**src/rtl/debug_module.sv**
```systemverilog
// RISC-V debug module (0.13 subset), DMI responder side, controlling hart 0.
// One request is accepted in IDLE and answered from RESP; abstract commands always report "not supported".
module debug_module #(
   parameter int DMI_ABITS = 7
) (
   input  logic                 clk,
   input  logic                 rst_n,
   input  logic                 dmi_req_valid,
   output logic                 dmi_req_ready,
   input  logic [DMI_ABITS-1:0] dmi_req_addr,
   input  logic [31:0]          dmi_req_data,
   input  logic [1:0]           dmi_req_op,
   output logic                 dmi_resp_valid,
   input  logic                 dmi_resp_ready,
   output logic [31:0]          dmi_resp_data,
   output logic [1:0]           dmi_resp_op,
   input  logic                 hart_halted,
   input  logic                 hart_running,
   output logic                 haltreq,
   output logic                 resumereq,
   output logic                 resethaltreq,
   output logic                 ndmreset
);

   localparam logic [DMI_ABITS-1:0] A_DATA0      = DMI_ABITS'(7'h04);
   localparam logic [DMI_ABITS-1:0] A_DMCONTROL  = DMI_ABITS'(7'h10);
   localparam logic [DMI_ABITS-1:0] A_DMSTATUS   = DMI_ABITS'(7'h11);
   localparam logic [DMI_ABITS-1:0] A_ABSTRACTCS = DMI_ABITS'(7'h16);
   localparam logic [DMI_ABITS-1:0] A_COMMAND    = DMI_ABITS'(7'h17);

   typedef enum logic {ST_IDLE, ST_RESP} state_e;

   state_e      state_q, state_d;
   logic [31:0] resp_data_q, resp_data_d;
   logic [31:0] data0_q, data0_d;
   logic [9:0]  hartsel_q, hartsel_d;
   logic [2:0]  cmderr_q, cmderr_d;
   logic        dmactive_q, dmactive_d;
   logic        haltreq_q, haltreq_d;
   logic        resume_pend_q, resume_pend_d;
   logic        resumeack_q, resumeack_d;
   logic        rhr_q, rhr_d;
   logic        ndmreset_q, ndmreset_d;
   logic        havereset_q, havereset_d;

   logic        hart_ok;
   logic        accept;
   logic        wr_en;
   logic [31:0] rdata;
   logic [31:0] dmstatus_rd;

   assign hart_ok = (hartsel_q == '0);
   assign accept  = (state_q == ST_IDLE) && dmi_req_valid;
   assign wr_en   = accept && (dmi_req_op == 2'd2);

   // Per-hart status reads as zero whenever the selected hart does not exist.
   always_comb begin
      dmstatus_rd        = '0;
      dmstatus_rd[19:18] = {2{havereset_q & hart_ok}};
      dmstatus_rd[17:16] = {2{resumeack_q & hart_ok}};
      dmstatus_rd[15:14] = {2{~hart_ok}};
      dmstatus_rd[11:10] = {2{hart_running & hart_ok}};
      dmstatus_rd[9:8]   = {2{hart_halted & hart_ok}};
      dmstatus_rd[7]     = 1'b1;
      dmstatus_rd[5]     = 1'b1;
      dmstatus_rd[3:0]   = 4'd2;
   end

   always_comb begin
      rdata = '0;
      case (dmi_req_addr)
         A_DATA0:      rdata = data0_q;
         A_DMCONTROL:  rdata = {haltreq_q, 5'b0, hartsel_q, 14'b0, ndmreset_q, dmactive_q};
         A_DMSTATUS:   rdata = dmstatus_rd;
         A_ABSTRACTCS: rdata = {21'b0, cmderr_q, 8'h01};
         default:      rdata = '0;
      endcase
   end

   always_comb begin
      state_d       = state_q;
      resp_data_d   = resp_data_q;
      data0_d       = data0_q;
      hartsel_d     = hartsel_q;
      cmderr_d      = cmderr_q;
      dmactive_d    = dmactive_q;
      haltreq_d     = haltreq_q;
      resume_pend_d = resume_pend_q;
      resumeack_d   = resumeack_q;
      rhr_d         = rhr_q;
      ndmreset_d    = ndmreset_q;
      havereset_d   = havereset_q;

      case (state_q)
         ST_IDLE: if (dmi_req_valid) begin
            state_d     = ST_RESP;
            resp_data_d = (dmi_req_op == 2'd1) ? rdata : '0;
         end
         ST_RESP: if (dmi_resp_ready) state_d = ST_IDLE;
         default: state_d = ST_IDLE;
      endcase

      if (resume_pend_q && hart_running && !hart_halted) begin
         resume_pend_d = 1'b0;
         resumeack_d   = 1'b1;
      end

      // A register write is applied after hart progress so a new resume request overrides it.
      if (wr_en) begin
         case (dmi_req_addr)
            A_DATA0: if (dmactive_q) data0_d = dmi_req_data;
            A_DMCONTROL: begin
               if (!dmi_req_data[0]) begin
                  dmactive_d    = 1'b0;
                  haltreq_d     = 1'b0;
                  resume_pend_d = 1'b0;
                  resumeack_d   = 1'b0;
                  rhr_d         = 1'b0;
                  ndmreset_d    = 1'b0;
                  hartsel_d     = '0;
                  cmderr_d      = '0;
                  data0_d       = '0;
               end else begin
                  dmactive_d = 1'b1;
                  haltreq_d  = dmi_req_data[31];
                  hartsel_d  = dmi_req_data[25:16];
                  ndmreset_d = dmi_req_data[1];
                  if (dmi_req_data[30] && !dmi_req_data[31]) begin
                     resume_pend_d = 1'b1;
                     resumeack_d   = 1'b0;
                  end
                  if (dmi_req_data[3]) rhr_d = 1'b1;
                  if (dmi_req_data[2]) rhr_d = 1'b0;
                  if (dmi_req_data[28]) havereset_d = 1'b0;
               end
            end
            A_ABSTRACTCS: if (dmactive_q) cmderr_d = cmderr_q & ~dmi_req_data[10:8];
            A_COMMAND:    if (dmactive_q && (cmderr_q == '0)) cmderr_d = 3'd2;
            default: ;
         endcase
      end

      if (ndmreset_d && !ndmreset_q) havereset_d = 1'b1;
   end

   always_ff @(posedge clk or negedge rst_n) begin
      if (!rst_n) begin
         state_q       <= ST_IDLE;
         resp_data_q   <= '0;
         data0_q       <= '0;
         hartsel_q     <= '0;
         cmderr_q      <= '0;
         dmactive_q    <= 1'b0;
         haltreq_q     <= 1'b0;
         resume_pend_q <= 1'b0;
         resumeack_q   <= 1'b0;
         rhr_q         <= 1'b0;
         ndmreset_q    <= 1'b0;
         havereset_q   <= 1'b1;
      end else begin
         state_q       <= state_d;
         resp_data_q   <= resp_data_d;
         data0_q       <= data0_d;
         hartsel_q     <= hartsel_d;
         cmderr_q      <= cmderr_d;
         dmactive_q    <= dmactive_d;
         haltreq_q     <= haltreq_d;
         resume_pend_q <= resume_pend_d;
         resumeack_q   <= resumeack_d;
         rhr_q         <= rhr_d;
         ndmreset_q    <= ndmreset_d;
         havereset_q   <= havereset_d;
      end
   end

   assign dmi_req_ready  = (state_q == ST_IDLE);
   assign dmi_resp_valid = (state_q == ST_RESP);
   assign dmi_resp_data  = resp_data_q;
   assign dmi_resp_op    = 2'b00;
   assign haltreq        = haltreq_q & hart_ok;
   assign resumereq      = resume_pend_q & hart_ok;
   assign resethaltreq   = rhr_q & hart_ok;
   assign ndmreset       = ndmreset_q;

endmodule

```
**config.mk**
```make
export PLATFORM = sky130hd
export DESIGN_NAME = debug_module
export DESIGN_NICKNAME = d
export VERILOG_FILES = /design/src/rtl/debug_module.sv
export SDC_FILE = /design/constraint.sdc
export NUM_CORES = 1
export LEC_CHECK = 0
export CORE_ASPECT_RATIO = 1.4
export CORE_UTILIZATION = 39
export CTS_CLUSTER_SIZE = 30
export DETAILED_ROUTE_END_ITERATION = 8
export RECOVER_POWER = 50
export SKIP_CTS_REPAIR_TIMING = 1
export SLEW_MARGIN = 20
export SYNTH_ARGS = -nofsm -noshare
export SYNTH_HDL_FRONTEND = slang
export SYNTH_SLANG_ARGS = --single-unit
```
**constraint.sdc**
```tcl
create_clock -name clk -period 2.3 [get_ports clk]
set_input_delay 0.46 -clock clk [delete_from_list [all_inputs] [get_ports clk]]
set_output_delay 0.46 -clock clk [all_outputs]
set_load 0.01 [all_outputs]
```
* After elaboration in Yosys (flattened, before gate mapping)
Index checks and enable logic that the tools add are counted.
** Word-level totals
- Bits in registers :: 85
- Latch bits :: 0
- Bits in writable memories :: 0
- Bits in read-only memories :: 0
- Input bits :: 47
- Output and inout bits :: 40
- Logic and storage cells :: 95
- Memories kept :: 0
** Cells by class
- Add/subtract/negate cells :: 0
- Multipliers :: 0
- Div/mod/pow operators :: 0
- Order comparisons :: 0
- Equal/unequal tests :: 12
- Shifts and indexed selects :: 0
- Muxes and demuxes :: 36
- Bitwise operators :: 11
- Reduce and logical (&&, ||, !) cells :: 24
** Operators by type and width (number)
- $pmux W32 S4 :: 1
- $mux W32 :: 3
- $pmux W32 S2 :: 1
- $eq A7 B5 Y1 const B :: 4
- $mux W1 :: 25
- $logic_not A10 Y1 :: 1
- $mux W10 :: 1
- $reduce_bool A2 Y1 :: 5
- $mux W3 :: 3
- $pmux W3 S3 :: 1
- $ne A2 B2 Y1 const B :: 4
- $reduce_and A4 Y1 :: 2
- $and A1 B1 Y1 :: 7
- $eq A7 B3 Y1 const B :: 1
- $logic_and A1 B1 Y1 :: 7
- $reduce_and A5 Y1 :: 1
- $reduce_and A2 Y1 :: 2
- $and A3 B3 Y3 :: 1
- $logic_not A1 Y1 :: 3
- $logic_not A3 Y1 :: 1
- $ne A3 B1 Y1 const B :: 1
- $not A3 Y3 :: 1
- $reduce_and A3 Y1 :: 1
- $reduce_bool A3 Y1 :: 1
- 4 further kinds :: 5

* Logic depth before layout (Yosys ltp)
Gate-level depths: netlist of run 1.
- Word-level depth :: 7
- Gate-level depth with buffers :: 8
- Depth with buffers taken out :: 4

* Worst setup path before layout of run 1
OpenSTA, ideal clock, no wires.
- Kind :: register to register
- From :: register state_q (netlist: dmi_resp_valid)
- To :: register resp_data_q[10] (netlist: dmi_resp_data[10])
- Setup time :: 0.082 ns
- Arrival :: 1.828 ns
- Required time :: 2.218 ns
- Slack :: 0.390 ns
- Stages on the path, launching flop included :: 8
- Path buffers :: 3
- Period minus slack after synthesis :: 1.910 ns
- Cell sequence :: dfrtp_1 -> nand2b_4 -> buf_6 -> or3b_4 -> or3b_1 -> buf_6 -> buf_8 -> a22oi_2
** On the way
- Word-level cells in the longest chain between the ends :: 2
** RTL lines
- start, declared :: line 33 : state_e state_q, state_d;
- start signal, assigned :: line 161 : state_q <= state_d;
- $not A1 Y1 (no line)
- $reduce_and A2 Y1 (no line)
- end signal, assigned :: line 162 : resp_data_q <= resp_data_d;
- end, declared :: line 34 : logic [31:0] resp_data_q, resp_data_d;
No other way between the ends.
A chain may end at the register's enable or synchronous reset.

* Worst setup path in the final report of run 1
- From :: register hartsel_q[6]
- To :: output resumereq
** On the way
- Word-level cells in the longest chain between the ends :: 2
** RTL lines
- start, declared :: line 36 : logic [9:0] hartsel_q, hartsel_d;
- start signal, assigned :: line 164 : hartsel_q <= hartsel_d;
- $logic_not A10 Y1 :: line 52 : assign hart_ok = (hartsel_q == '0);
- $and A1 B1 Y1 :: line 181 : assign resumereq = resume_pend_q & hart_ok;
- end, declared :: line 20 : output logic resumereq,
No other way between the ends.

==> impl_metrics.toml, run 1 <==
[sta]
tightest_slew_ns = 1.381
whs_ns = 0.4185
finalSetupViolCount = 0
hold_viol = 0
drv_slew = 0
max-slew-margin-rel_pct = 7.939
max_freq_ghz = 0.4471
fin_skew_ns = 0.009982
min_period_ns = 2.236
fin_crit_sh_pct = 97.24

[critical_path]
required_ns = 1.84
cp.depth = 5
cp_max_fo = 3
end_kind = "output port"
cp_num_buf_inv = 2
cp.arrival_ns = 1.78
reg2reg_to = "dmi_resp_data[9]$_DFFE_PN0P_"
r2r_start = "dmi_resp_valid$_DFF_PN0_"
reg2reg_slack_ns = 0.49
worst_path_dominant_cell_family = "simple AND/OR/NAND/NOR gates"
cp-start-kind = "flip-flop"
worst_path_max_delay_cell = "dfrtp_1"
crit_type = "reg2out"
crit_chain = "nor4_4 -> and4_4 -> buf_4 -> and2_1 -> dlymetal6s2s_1"
slowest_delay_ns = 0.42
rr_worst_depth = 4

[logic_synthesis]
synth.most_common_cell = "nand2_1"
synth_top_cell_by_area = "dfrtp_1"
yosys.cell_types.count = 55
yosys.area_share.simple_pct = 19.29
synth_common_cells = "107 x nand2_1, 84 x dfrtp_1, 56 x o21ai_0"
synthFlopType = "dfrtp_1"
ys_seq_area_share_pct = 54.87
synth_xor_area_share_pct = 0
ys_ff_latch = 85
synthTopCellsByArea = "dfrtp_1 54%, nand2_1 10%, o21ai_0 7.2%"
yosys_warnings = 0
syn_avg_cell_area_um2 = 9.649
synthCells = 402
synth-adder-area-share_pct = 0
async_flop_share_pct = 100.0
netlist_area_mm2 = 0.003879
synth_compound_area_share_pct = 20.94
synth_top_family_by_area = "compound AO/OA/AOI/OAI gates"
synth_edf_count = 0
synthMuxAreaShare_pct = 0.2903
yosysTopAreaCellShare_pct = 54.19

[clocking]
cts_tree = "done"
clk_path_buf_depth = 2
clk_latency_ns = 0.34
clkTransAtPathRegs_ns = 0.06
cts_inserted_buffers = 9
root_buffer = "clkbuf_16"
clock-sinks = 85
h-tree-depth = 3

[floorplanning]
row_count = 42
die_y_um = 120
coreArea_mm2 = 0.009564
die_area_mm2 = 0.01035
start_util_pct = 40.55
die_w_um = 86.29
io_pins = 87

[finish]
num_antenna_cells = 0
fin_util_pct = 56.74
area_growth_syn_to_layout_pct = 39.90
seqCellArea_mm2 = 0.002128
layout-drive-gt1-share_pct = 14.12
multi_input_area_mm2 = 0.001614
nFillCells = 897
final_nets = 552

[placement]
dp_hpwl_mm = 7.143
port_buffers = 84
gp_congestion = 0.7836

[detailed_routing]
wl_per_cell_um = 15.55
drt-pass1-iter-count = 4
antenna_left = 0
drt_iter0_drc = 150
viasPerCell = 5.121
wl_met3_um = 363
top_layer = "met4"
wl_met2_mm = 4.911
wl_met1_mm = 4.463
num_vias = 3288
drc = 0
routed_wl_mm = 9.984

[hold_path]
hp-class = "in2async"

[grt]
grtUsageTotal_pct = 20.40
antenna_found_initial = 0
overflow = 0
grt_start_max_net_pins = 41
grt_pass1_wl_mm = 16.13
grt_pass1_vias = 3234

[power_and_ir_drop]
finalPower_w = 0.003396
p_leak_nw = 2.522
vdd_drop_max_uv = 477.5
powerDensity_mw_per_mm2 = 625.8

[outcome]
status = "finished, final reports clean"

[run]
drv_cap = 0
==> per-layer routing <==
metal  track usage, %  vias up
met2            32.74       77
met4            8.854        0
li1                 -     1615
met1            26.66     1578
met5                0        -
met3            3.989       18
==> sequential cells by signal, indices dropped and copies added (netlist names) <==
name	cells
data0_q	32
dmi_resp_data	32
hartsel_q	10
cmderr_q	3
dmactive_q	1
dmi_resp_valid	1
haltreq_q	1
havereset_q	1
ndmreset	1
resume_pend_q	1
resumeack_q	1
rhr_q	1
==> cells in the final DEF (no fill, tap or decap), types with 3 or more instances in the layout <==
cell type          n
nor2b_1            7
nand2_1          107
o31ai_1            3
buf_12             4
a22o_1            15
nor4b_1            3
and2_1             7
a21oi_1            3
clkbuf_16          9
clkbuf_1           3
a32oi_1            5
o21ai_0           56
a22oi_1           10
buf_4             32
a22oi_2            3
dlymetal6s2s_1     3
dlygate4sd3_1     18
o21ai_2            7
dfrtp_1           84
nor2_1            11
clkdlybuf4s50_1   62
a222oi_1           3
inv_1              4
nand3_1            4
==> through the flow <==
step	setup WS, ns	TNS [ns]	std cells	instance area, um^2
2_1_floorplan	0.3901	0	403	3882
3_3_place_gp	-0.02681	-0.03449	624	5084
3_5_place_dp	-0.04607	-0.2483	624	5084
4_1_cts	-0.3558	-1.010	640	5408
5_1_grt	-0.002080	-0.002080	642	5426
6_report	0.06359	0	642	5426
==> how the worst max path moves through the flow <==
stage                                   startpoint                             to  slack, ns
after floorplan           dmi_resp_valid$_DFF_PN0_  dmi_resp_data[10]$_DFFE_PN0P_       0.39
after global placement             dmi_req_addr[4]   dmi_resp_data[9]$_DFFE_PN0P_      -0.03
after detailed placement           dmi_req_addr[4]   dmi_resp_data[8]$_DFFE_PN0P_      -0.05
after CTS                 hartsel_q[9]$_DFFE_PN0P_                      resumereq      -0.36
after global routing      hartsel_q[6]$_DFFE_PN0P_                      resumereq     -0.002
final                     hartsel_q[6]$_DFFE_PN0P_                      resumereq       0.06
==> where the power goes <==
part           internal [W]  switching (W)  leakage (nW)
clock network      0.000989       0.000583         0.158
logic              0.000146       0.000145          1.19
registers           0.00152      0.0000175          1.18
==> cell type report <==
| type | instances | share of cell area [%] |
|---|---|---|
| sequential | 85 | 39.22 |
| inverter | 4 | 0.2767 |
| clock buffer | 12 | 4.542 |
| clock inverter | 4 | 1.430 |
| tap | 132 | 3.044 |
| timing repair buffer | 123 | 21.74 |
| multi-input combinational | 282 | 29.74 |
==> logic make-up after synthesis <==
group,Yosys count
muxes,1
buffers and inverters,36
DFF,85
AOI/OAI and AO/OA,119
and+or+nand+nor,160
other,1
Power figures use the tool's default switching activity.
==> run 2, diff against run 1 <==
CAP_MARGIN = 5   (was not set)
CORE_UTILIZATION = 50   (was 39)
PLACE_DENSITY = 0.79   (was not set)
==> run 2 against run 1 <==
The run now ends with capacitance limit left. Maximum frequency shrank 1.2%. Sequential share of layout area grew 1.7 points. Combinational power is essentially flat.
==> impl_metrics.toml, run 2 (synthesized netlist as in run 1, its figures left out) <==
[detailed_routing]
routed_wl_mm = 9.896
drt_iter0_drc = 205
drc = 0
wl_per_cell_um = 16.41
antenna_left = 0
num_vias = 3417
drt-pass1-iter-count = 6
viasPerCell = 5.667

[critical_path]
slowest_delay_ns = 0.42
reg2reg_to = "dmi_resp_data[8]$_DFFE_PN0P_"
end_kind = "output port"
cp.arrival_ns = 1.80
rr_worst_depth = 4
worst_path_max_delay_cell = "dfrtp_1"
cp-start-kind = "flip-flop"
reg2reg_slack_ns = 0.48
r2r_start = "dmi_resp_valid$_DFF_PN0_"
required_ns = 1.84
cp_num_buf_inv = 2
cp_max_fo = 3
worst_path_dominant_cell_family = "simple AND/OR/NAND/NOR gates"
crit_type = "reg2out"
crit_chain = "nor4_4 -> and4_4 -> buf_4 -> and2_1 -> buf_2"

[sta]
max_freq_ghz = 0.4417
hold_viol = 0
drv_slew = 0
max-slew-margin-rel_pct = 0.1093
min_period_ns = 2.264
fin_crit_sh_pct = 98.43
finalSetupViolCount = 0
whs_ns = 0.4495
tightest_slew_ns = 1.498
fin_skew_ns = 0.01222

[finish]
nFillCells = 584
area_growth_syn_to_layout_pct = 34.19
final_nets = 550
instances_no_fill = 603
layout_common_cells = "107 x nand2_1, 84 x dfrtp_1, 63 x clkdlybuf4s50_1, 56 x o21ai_0, 33 x buf_4"
layout-drive-gt1-share_pct = 13.83
num_antenna_cells = 0
layout_commonest_cell = "nand2_1"

[grt]
grt_pass1_vias = 3344
antenna_found_initial = 0
grt_pass1_wl_mm = 16.01
grt_start_max_net_pins = 59
overflow = 0
grtUsageTotal_pct = 25.59

[placement]
dp_hpwl_mm = 6.857
placed_cells = 587
gp_congestion = 0.8418
port_buffers = 84

[power_and_ir_drop]
powerDensity_mw_per_mm2 = 541.5
vdd_drop_max_uv = 410.4
p_leak_nw = 2.417

[outcome]
status = "finished, violations left"
violations = "capacitance limit"

[clocking]
clkTransAtPathRegs_ns = 0.08
cts_inserted_buffers = 9
clk_latency_ns = 0.36
h-tree-depth = 3
root_buffer = "clkbuf_8"
cts_tree = "done"
clk_path_buf_depth = 2
clock-sinks = 85

[floorplanning]
die_area_mm2 = 0.008119
row_count = 37
die_y_um = 106.2
die_w_um = 76.44
coreArea_mm2 = 0.007453
io_pins = 87
start_util_pct = 52.04

[run]
drv_cap = 1

[hold_path]
hp-class = "in2async"
==> run 2: worst max path at each step <==
stage / start / end / slack (ns) / cells after the start
after floorplan: dmi_resp_valid$_DFF_PN0_ / dmi_resp_data[10]$_DFFE_PN0P_ / 0.39 / 7
after global placement: dmi_req_addr[4] / dmi_resp_data[9]$_DFFE_PN0P_ / -0.04 / 5
after detailed placement: dmi_req_addr[4] / dmi_resp_data[9]$_DFFE_PN0P_ / -0.11 / 5
after CTS: hartsel_q[9]$_DFFE_PN0P_ / resumereq / -0.42 / 4
after global routing: hartsel_q[6]$_DFFE_PN0P_ / resumereq / -0.02 / 5
final: hartsel_q[6]$_DFFE_PN0P_ / resumereq / 0.04 / 5
==> run 2: worst reg2reg max path: stages (launching register included) <==
cell and delay, ns:
dfrtp_1 0.41, nand2b_4 0.15, clkbuf_2 0.46, a222oi_1 0.58, a22oi_2 0.08
==> run 2: report_power, final <==
group / switching, W / internal, W / total, W
Sequential: 0.0000192 / 0.00151 / 0.00153
Combinational: 0.000145 / 0.000147 / 0.000292
Clock: 0.000504 / 0.000490 / 0.000994
Total: 0.000668 / 0.00215 / 0.00282
==> run 2: stage by stage <==
step                util, %  setup TNS, ns  instance area, um^2  power, W  setup slack [ns]
global placement      67.08       -0.06737                 5000  0.001841          -0.03818
finish                69.83              0                 5205  0.002818           0.03602
detailed placement    67.08        -0.4029                 5000  0.001848           -0.1126
CTS                   69.48         -1.151                 5179  0.002823           -0.4178
global route          69.83       -0.02272                 5205  0.002918          -0.02272
floorplan                 -              0                 3882  0.001663            0.3901
==> run 2: layout make-up <==
class,instances,area (um^2),share of cell area (%)
multi-input cells,282,1614,31.01
flip-flops and latches,85,2128,40.89
clock inverters,4,51.30,0.9856
inverters,4,15.01,0.2885
repair buffers,121,1147,22.04
clock buffers,10,127.6,2.452
well taps,97,121.4,2.332
==> run 2: layer usage <==
| layer | up-vias | global-route usage, % | wire (um) |
|---|---|---|---|
| met5 | - | 0 | 0 |
| met4 | 0 | 11.68 | 376 |
| met3 | 30 | 5.408 | 411 |
| met2 | 121 | 42.54 | 5073 |
| li1 | 1614 | - | - |
| met1 | 1652 | 31.98 | 4034 |
==> run 3, diff against run 2 <==
ABC_CLOCK_PERIOD_IN_PS = 2300   (was not set)
==> results of run 3 <==
Final layout, timing and power as in run 2 (identical DEF).
